===== config.mk =====
export PLATFORM = sky130hd
export DESIGN_NAME = dmr_response_distributor
export DESIGN_NICKNAME = d
export VERILOG_FILES = /design/src/rtl/eros_obi_pkg.sv /design/src/rtl/eros_pkg.sv /design/src/rtl/dmr_outstanding_cnt.sv /design/src/rtl/dmr_response_distributor.sv
export SDC_FILE = /design/constraint.sdc
export NUM_CORES = 1
export LEC_CHECK = 0
export CORE_AREA = 2 2 137 139
export DETAILED_ROUTE_END_ITERATION = 10
export DIE_AREA = 0 0 139 141
export PLACE_DENSITY_LB_ADDON = 0.3
export SYNTH_ARGS = -nofsm -noshare
export SYNTH_HDL_FRONTEND = slang
export SYNTH_HIERARCHICAL = 1
export SYNTH_SLANG_ARGS = --single-unit

===== constraint.sdc =====
create_clock -name clk_i -period 4.6 [get_ports clk_i]
set_clock_uncertainty 0.15 [all_clocks]
set_input_delay 1.38 -clock clk_i [delete_from_list [all_inputs] [get_ports clk_i]]
set_output_delay 1.38 -clock clk_i [all_outputs]
set_load 0.01 [all_outputs]

===== src/rtl/eros_obi_pkg.sv =====
// rtl/eros_obi_pkg.sv - OBI request/response bus types
package eros_obi_pkg;

    typedef struct packed {
        logic        req;
        logic        we;
        logic [3:0]  be;
        logic [31:0] addr;
        logic [31:0] wdata;
    } obi_req_t;

    typedef struct packed {
        logic        gnt;
        logic        rvalid;
        logic [31:0] rdata;
    } obi_resp_t;

endpackage


===== src/rtl/eros_pkg.sv =====
// rtl/eros_pkg.sv - shared lockstep types
package eros_pkg;

    typedef enum logic [1:0] {
        RSP_RUN   = 2'd0,
        RSP_DRAIN = 2'd1,
        RSP_HALT  = 2'd2
    } dmr_rsp_state_e;

endpackage


===== src/rtl/dmr_outstanding_cnt.sv =====
// rtl/dmr_outstanding_cnt.sv - per-bus outstanding transaction counter
module dmr_outstanding_cnt #(
    parameter int unsigned MAX_OUTSTANDING = 2,
    localparam int unsigned CW = $clog2(MAX_OUTSTANDING + 1)
) (
    input  logic          clk_i,
    input  logic          rst_ni,
    input  logic          inc_i,
    input  logic          dec_i,
    output logic [CW-1:0] count_o,
    output logic          zero_o,
    output logic          zero_next_o,
    output logic          spurious_o,
    output logic          overflow_o
);

    localparam logic [CW-1:0] MAX_C = CW'(MAX_OUTSTANDING);

    logic [CW-1:0] count_q;
    logic [CW-1:0] count_d;

    assign spurious_o = dec_i && (count_q == '0);
    assign overflow_o = inc_i && !dec_i && (count_q == MAX_C);

    // A spurious rvalid pins the count at zero; overflow saturates it.
    always_comb begin
        count_d = count_q;
        if (spurious_o) begin
            count_d = '0;
        end else if (overflow_o) begin
            count_d = count_q;
        end else if (inc_i && !dec_i) begin
            count_d = count_q + CW'(1);
        end else if (dec_i && !inc_i) begin
            count_d = count_q - CW'(1);
        end
    end

    // Count register.
    always_ff @(posedge clk_i) begin
        if (!rst_ni) begin
            count_q <= '0;
        end else begin
            count_q <= count_d;
        end
    end

    assign count_o     = count_q;
    assign zero_o      = (count_q == '0);
    assign zero_next_o = (count_d == '0);

endmodule


===== src/rtl/dmr_response_distributor.sv =====
// rtl/dmr_response_distributor.sv - fan bus responses out to lockstep harts, drain on fault
module dmr_response_distributor
    import eros_obi_pkg::*;
    import eros_pkg::*;
#(
    parameter int unsigned NHARTS          = 2,
    parameter int unsigned MAX_OUTSTANDING = 2
) (
    input  logic                   clk_i,
    input  logic                   rst_ni,
    input  obi_req_t               compared_instr_req_i,
    input  obi_req_t               compared_data_req_i,
    input  obi_resp_t              bus_instr_resp_i,
    input  obi_resp_t              bus_data_resp_i,
    output obi_resp_t [NHARTS-1:0] core_instr_resp_o,
    output obi_resp_t [NHARTS-1:0] core_data_resp_o,
    input  logic                   error_i,
    input  logic                   clear_i,
    output logic                   fault_o,
    output logic                   drained_o,
    output logic                   protocol_err_o
);

    localparam int unsigned CW = $clog2(MAX_OUTSTANDING + 1);

    dmr_rsp_state_e state_q, state_d;

    logic i_spur, i_ovf, i_zero_next;
    logic d_spur, d_ovf, d_zero_next;
    logic [CW-1:0] unused_i_count, unused_d_count;
    logic unused_i_zero, unused_d_zero;
    logic unused_req;
    logic fwd;
    logic perr_q;
    obi_resp_t instr_fwd, data_fwd;

    assign unused_req = ^{compared_instr_req_i, compared_data_req_i};

    dmr_outstanding_cnt #(.MAX_OUTSTANDING(MAX_OUTSTANDING)) u_instr_cnt (
        .clk_i       (clk_i),
        .rst_ni      (rst_ni),
        .inc_i       (compared_instr_req_i.req & bus_instr_resp_i.gnt),
        .dec_i       (bus_instr_resp_i.rvalid),
        .count_o     (unused_i_count),
        .zero_o      (unused_i_zero),
        .zero_next_o (i_zero_next),
        .spurious_o  (i_spur),
        .overflow_o  (i_ovf)
    );

    dmr_outstanding_cnt #(.MAX_OUTSTANDING(MAX_OUTSTANDING)) u_data_cnt (
        .clk_i       (clk_i),
        .rst_ni      (rst_ni),
        .inc_i       (compared_data_req_i.req & bus_data_resp_i.gnt),
        .dec_i       (bus_data_resp_i.rvalid),
        .count_o     (unused_d_count),
        .zero_o      (unused_d_zero),
        .zero_next_o (d_zero_next),
        .spurious_o  (d_spur),
        .overflow_o  (d_ovf)
    );

    // Next-state: leave RUN on mismatch or overflow, halt once both buses are quiet.
    always_comb begin
        state_d = state_q;
        case (state_q)
            RSP_RUN:   if (error_i || i_ovf || d_ovf) state_d = RSP_DRAIN;
            RSP_DRAIN: if (i_zero_next && d_zero_next) state_d = RSP_HALT;
            RSP_HALT:  if (clear_i) state_d = RSP_RUN;
            default:   state_d = RSP_RUN;
        endcase
    end

    // State register.
    always_ff @(posedge clk_i) begin
        if (!rst_ni) begin
            state_q <= RSP_RUN;
        end else begin
            state_q <= state_d;
        end
    end

    // Sticky protocol error; a new event in the release cycle still wins.
    always_ff @(posedge clk_i) begin
        if (!rst_ni) begin
            perr_q <= 1'b0;
        end else if (i_spur || d_spur || i_ovf || d_ovf) begin
            perr_q <= 1'b1;
        end else if (state_q == RSP_HALT && clear_i) begin
            perr_q <= 1'b0;
        end
    end

    // Forward only in RUN (or while in reset); the detecting cycle is already gated.
    always_comb begin
        fwd       = ((state_q == RSP_RUN) || !rst_ni) && !(error_i || i_ovf || d_ovf);
        instr_fwd = '0;
        data_fwd  = '0;
        if (fwd) begin
            instr_fwd.gnt = bus_instr_resp_i.gnt;
            data_fwd.gnt  = bus_data_resp_i.gnt;
            if (!i_spur) begin
                instr_fwd.rvalid = bus_instr_resp_i.rvalid;
                instr_fwd.rdata  = bus_instr_resp_i.rdata;
            end
            if (!d_spur) begin
                data_fwd.rvalid = bus_data_resp_i.rvalid;
                data_fwd.rdata  = bus_data_resp_i.rdata;
            end
        end
    end

    for (genvar h = 0; h < NHARTS; h++) begin : g_hart
        assign core_instr_resp_o[h] = instr_fwd;
        assign core_data_resp_o[h]  = data_fwd;
    end

    assign fault_o        = (state_q != RSP_RUN);
    assign drained_o      = (state_q == RSP_HALT);
    assign protocol_err_o = perr_q;

endmodule

==> run summary <==
The floorplan has 50 rows. Sort of element at the start of the critical path: an input port. Via count: 2520. The tools report the clock net sink count as 7.

The maximum clock insertion buffer count is 2. The final-report hold violation count was 0. The run gives 2619 as the number of global-route vias before repair. The most common cell after layout, fill and taps aside is sky130_fd_sc_hd__buf_2. Setup violations remaining at the end of the flow were counted as 87. The cell taking the most area after synthesis is sky130_fd_sc_hd__buf_4. Based on the critical path, the design can be clocked at up to 210 MHz.

Data arrives at the worst endpoint at 3.22 ns. Routability-driven placement finished with a final weighted congestion of 0.729. The clock-pin slew on the worst setup and hold paths is 0.04 ns, and the number of pins with negative max-slew slack in the final report is 0.

The number of violations reported at the end of detailed-routing iteration 0 came out at 67. The yosys synthesis warning count is 6. Setup repair after global routing could not meet its margin everywhere.

Dividing the synthesized area by the synthesized cell count gives 8.26 µm². IR analysis of the VDD net gives a maximum drop of 0.0995 mV. The number of placed I/O pins came out at 351. The tools report the initial antenna violation count as 0.

Across the run, the number of max-cap violations was 0. From left edge to right edge, the die measures 139 µm. The post-placement worst setup slack is -0.844 ns, and the worst setup slack after layout is -0.153 ns. The actual transition at the worst max-transition pin works out to 0.625 ns. The filler cells instantiated in the layout total 1925. The critical-path maximum fanout works out to 4. The top cell type by area accounts for 27.3% of the synthesized area. 0 antenna diodes ended up in the layout.

Entering global routing, the biggest net connects 35 pins. The logs give -4.54 ns for the aggregate negative setup slack and 6.83 mm for the post-detailed-placement half-perimeter wirelength. The time the worst path needs with I/O delays and setup came out at 4.75 ns. Relative to the synthesized area, the layout overhead comes to 161%. The static power due to leakage was 2.18 nW; the async set or reset register ratio after synthesis was 0%.

Once layout is complete, the cells apart from fillers number 657. The number of design rule violations left after detail routing is 0, and the number of enable flip-flop cells after synthesis is 0. The tightest min-delay check is of the reg2reg type.

The multi-input combinational cells in the finished layout cover a total of 0.00192 mm². The first global-routing pass estimated 14.7 mm of wire. The number of clock buffers inserted by TritonCTS was 3; the layout net count was 640. The initial utilization of the core area, before any placement, comes to 10.2%.

The total overflow left after global routing is 0. In this run the power density over the cells is 176 mW/mm². The worst slew margin relative to its limit is 58.3%. The core area is 0.0183 mm².

Synthesis-stage register bit count: 7. The netlist uses 43 different library cells. Summing the sequential cell areas from Yosys gives 7.51% of the chip area. Kind of critical path: in2out. Among all flip-flop cells after synthesis, the most frequent one is sky130_fd_sc_hd__dfxtp_1. The library cells used most frequently in the layout, excluding fill and tap cells, are sky130_fd_sc_hd__buf_2, sky130_fd_sc_hd__clkdlybuf4s50_1, sky130_fd_sc_hd__nor4b_4, sky130_fd_sc_hd__buf_4, sky130_fd_sc_hd__clkdlybuf4s15_2.

Registers take 140 µm². For the sum of routed wire length over all layers, the log shows 9.97 mm. Data on the critical path is required at its endpoint by 3.07 ns. Number of buffers inserted for hold repair after clock tree synthesis: 0.

The later pin in the worst-skew pair is clocked with a latency of 0.23 ns. The type of destination of the critical path is an output port. The net count of the mapped netlist is 442. The mapped netlist covers 0.00187 mm².

The first TritonRoute pass finished after 4 iterations. The flow ran to the end, but the final reports show violations. The final reports fail on negative setup slack.

In this run, placement finished with an instance count of 623. The average wire length per cell after detail routing came out at 15.2 µm. Dividing the final minimum period by the clock period gives 103%. Once layout is complete, the utilization of the core stands at 26.7%. Sorting the synthesized cells by area gives the leading types as sky130_fd_sc_hd__buf_4, sky130_fd_sc_hd__nor4b_1, sky130_fd_sc_hd__dfxtp_1. Clock tree synthesis selected as its root buffer the cell sky130_fd_sc_hd__clkbuf_16.

TritonCTS built the clock tree. Detailed-route vias per instance: 3.84. The die is 141 µm tall. In this run the remaining antenna-violating nets after routing total 0. Port buffering added 212 buffers. The number of H-tree branching levels is 1, and the area of the die is 0.0196 mm². The logs give 226 for the number of standard cells after synthesis and 9.33% for the overall global routing resource usage. In the final layout, the share of cells above drive strength 1 is 69.7%.
flip-flops by register name, summed over array words and instances (netlist names):
| name | count |
|---|---|
| state_q | 2 |
| u_data_cnt/count_o | 2 |
| u_instr_cnt/count_o | 2 |
| protocol_err_o | 1 |
per-layer routing:
metal  track usage [%]  vias to the layer above  wire length [µm]  share of wire (%)
met4              1.17                        0                68               0.68
met3              3.06                        6               941                9.4
met1              10.4                     1183              3720                 37
met5                 0                        -                 0                  0
met2              17.7                      159              5240                 53
li1                  -                     1172                 -                  -
kinds of logic (layout without fill, tap and decap cells):
family | after synthesis | in the layout | synth area share, %
AOI/OAI and AO/OA | 16 | 16 | 6.84
adders and majority gates | 4 | 4 | 2.68
buffers and inverters | 98 | 295 | 35.2
DFF | 7 | 7 | 7.51
and+or+nand+nor | 101 | 101 | 47.8
worst paths after layout:
check	slack, ns	cells after the start	from	endpoint
setup / recovery	-0.15	10	compared_instr_req_i[69]	core_data_resp_o[55]
hold / removal	0.33	2	protocol_err_o	protocol_err_o
setup reg to reg	2.35	7	u_instr_cnt/count_o[0]	state_q[0]
hold reg to reg	0.33	2	protocol_err_o	protocol_err_o
through the flow:
| step | total power, mW | hold WS (ns) | instance area [µm²] |
|---|---|---|---|
| finish | 0.857 | 0.327 | 4880 |
| global placement | 0.614 | 0.331 | 4180 |
| CTS | 0.834 | 0.332 | 4740 |
| global route | 0.911 | 0.371 | 4880 |
| floorplan | 0.347 | 0.330 | 2000 |
| detailed placement | 0.617 | 0.327 | 4180 |
synth_stat cells, drive strengths merged, types with 2 or more instances:
cell type	number
buf	81
nor4b	66
clkbuf	11
dfxtp	7
and2	6
inv	6
nor3b	5
ha	4
nor2b	4
or3b	4
nand3b	3
nor2	3
a211oi	2
a21boi	2
and3b	2
nand3	2
o21a	2
critical path, cell delays in order:
cell and delay (ns):
sky130_fd_sc_hd__buf_6 0.09, sky130_fd_sc_hd__and2_4 0.15, sky130_fd_sc_hd__and3b_2 0.22, sky130_fd_sc_hd__or3_4 0.42, sky130_fd_sc_hd__buf_6 0.15, sky130_fd_sc_hd__buf_16 0.12, sky130_fd_sc_hd__buf_8 0.12, sky130_fd_sc_hd__buf_6 0.11
sky130_fd_sc_hd__nor4b_4 0.27, sky130_fd_sc_hd__buf_2 0.18
where the power goes:
group	switching, mW	total, mW	internal, mW
Combinational	0.301	0.634	0.332
Sequential	0.00771	0.0757	0.0680
Clock	0.0327	0.148	0.115
Total	0.342	0.857	0.516
layout make-up:
class | count | area share (%)
Tap cell | 234 | 6.00
Sequential cell | 7 | 2.87
Multi-Input combinational cell | 121 | 39.3
Clock buffer | 4 | 1.62
Timing Repair Buffer | 285 | 49.7
Inverter | 6 | 0.462
what timing repair did:
item | 4_1_cts | 5_1_grt
cloned | 4 | 1
resized for setup | 566 | 108
endpoints found under the setup margin | 136 | 122
buffers inserted | 12 | 18
endpoints found under the hold margin | 0 | 0
pin swaps | 4 | 13
Power figures use the tool's default switching activity.
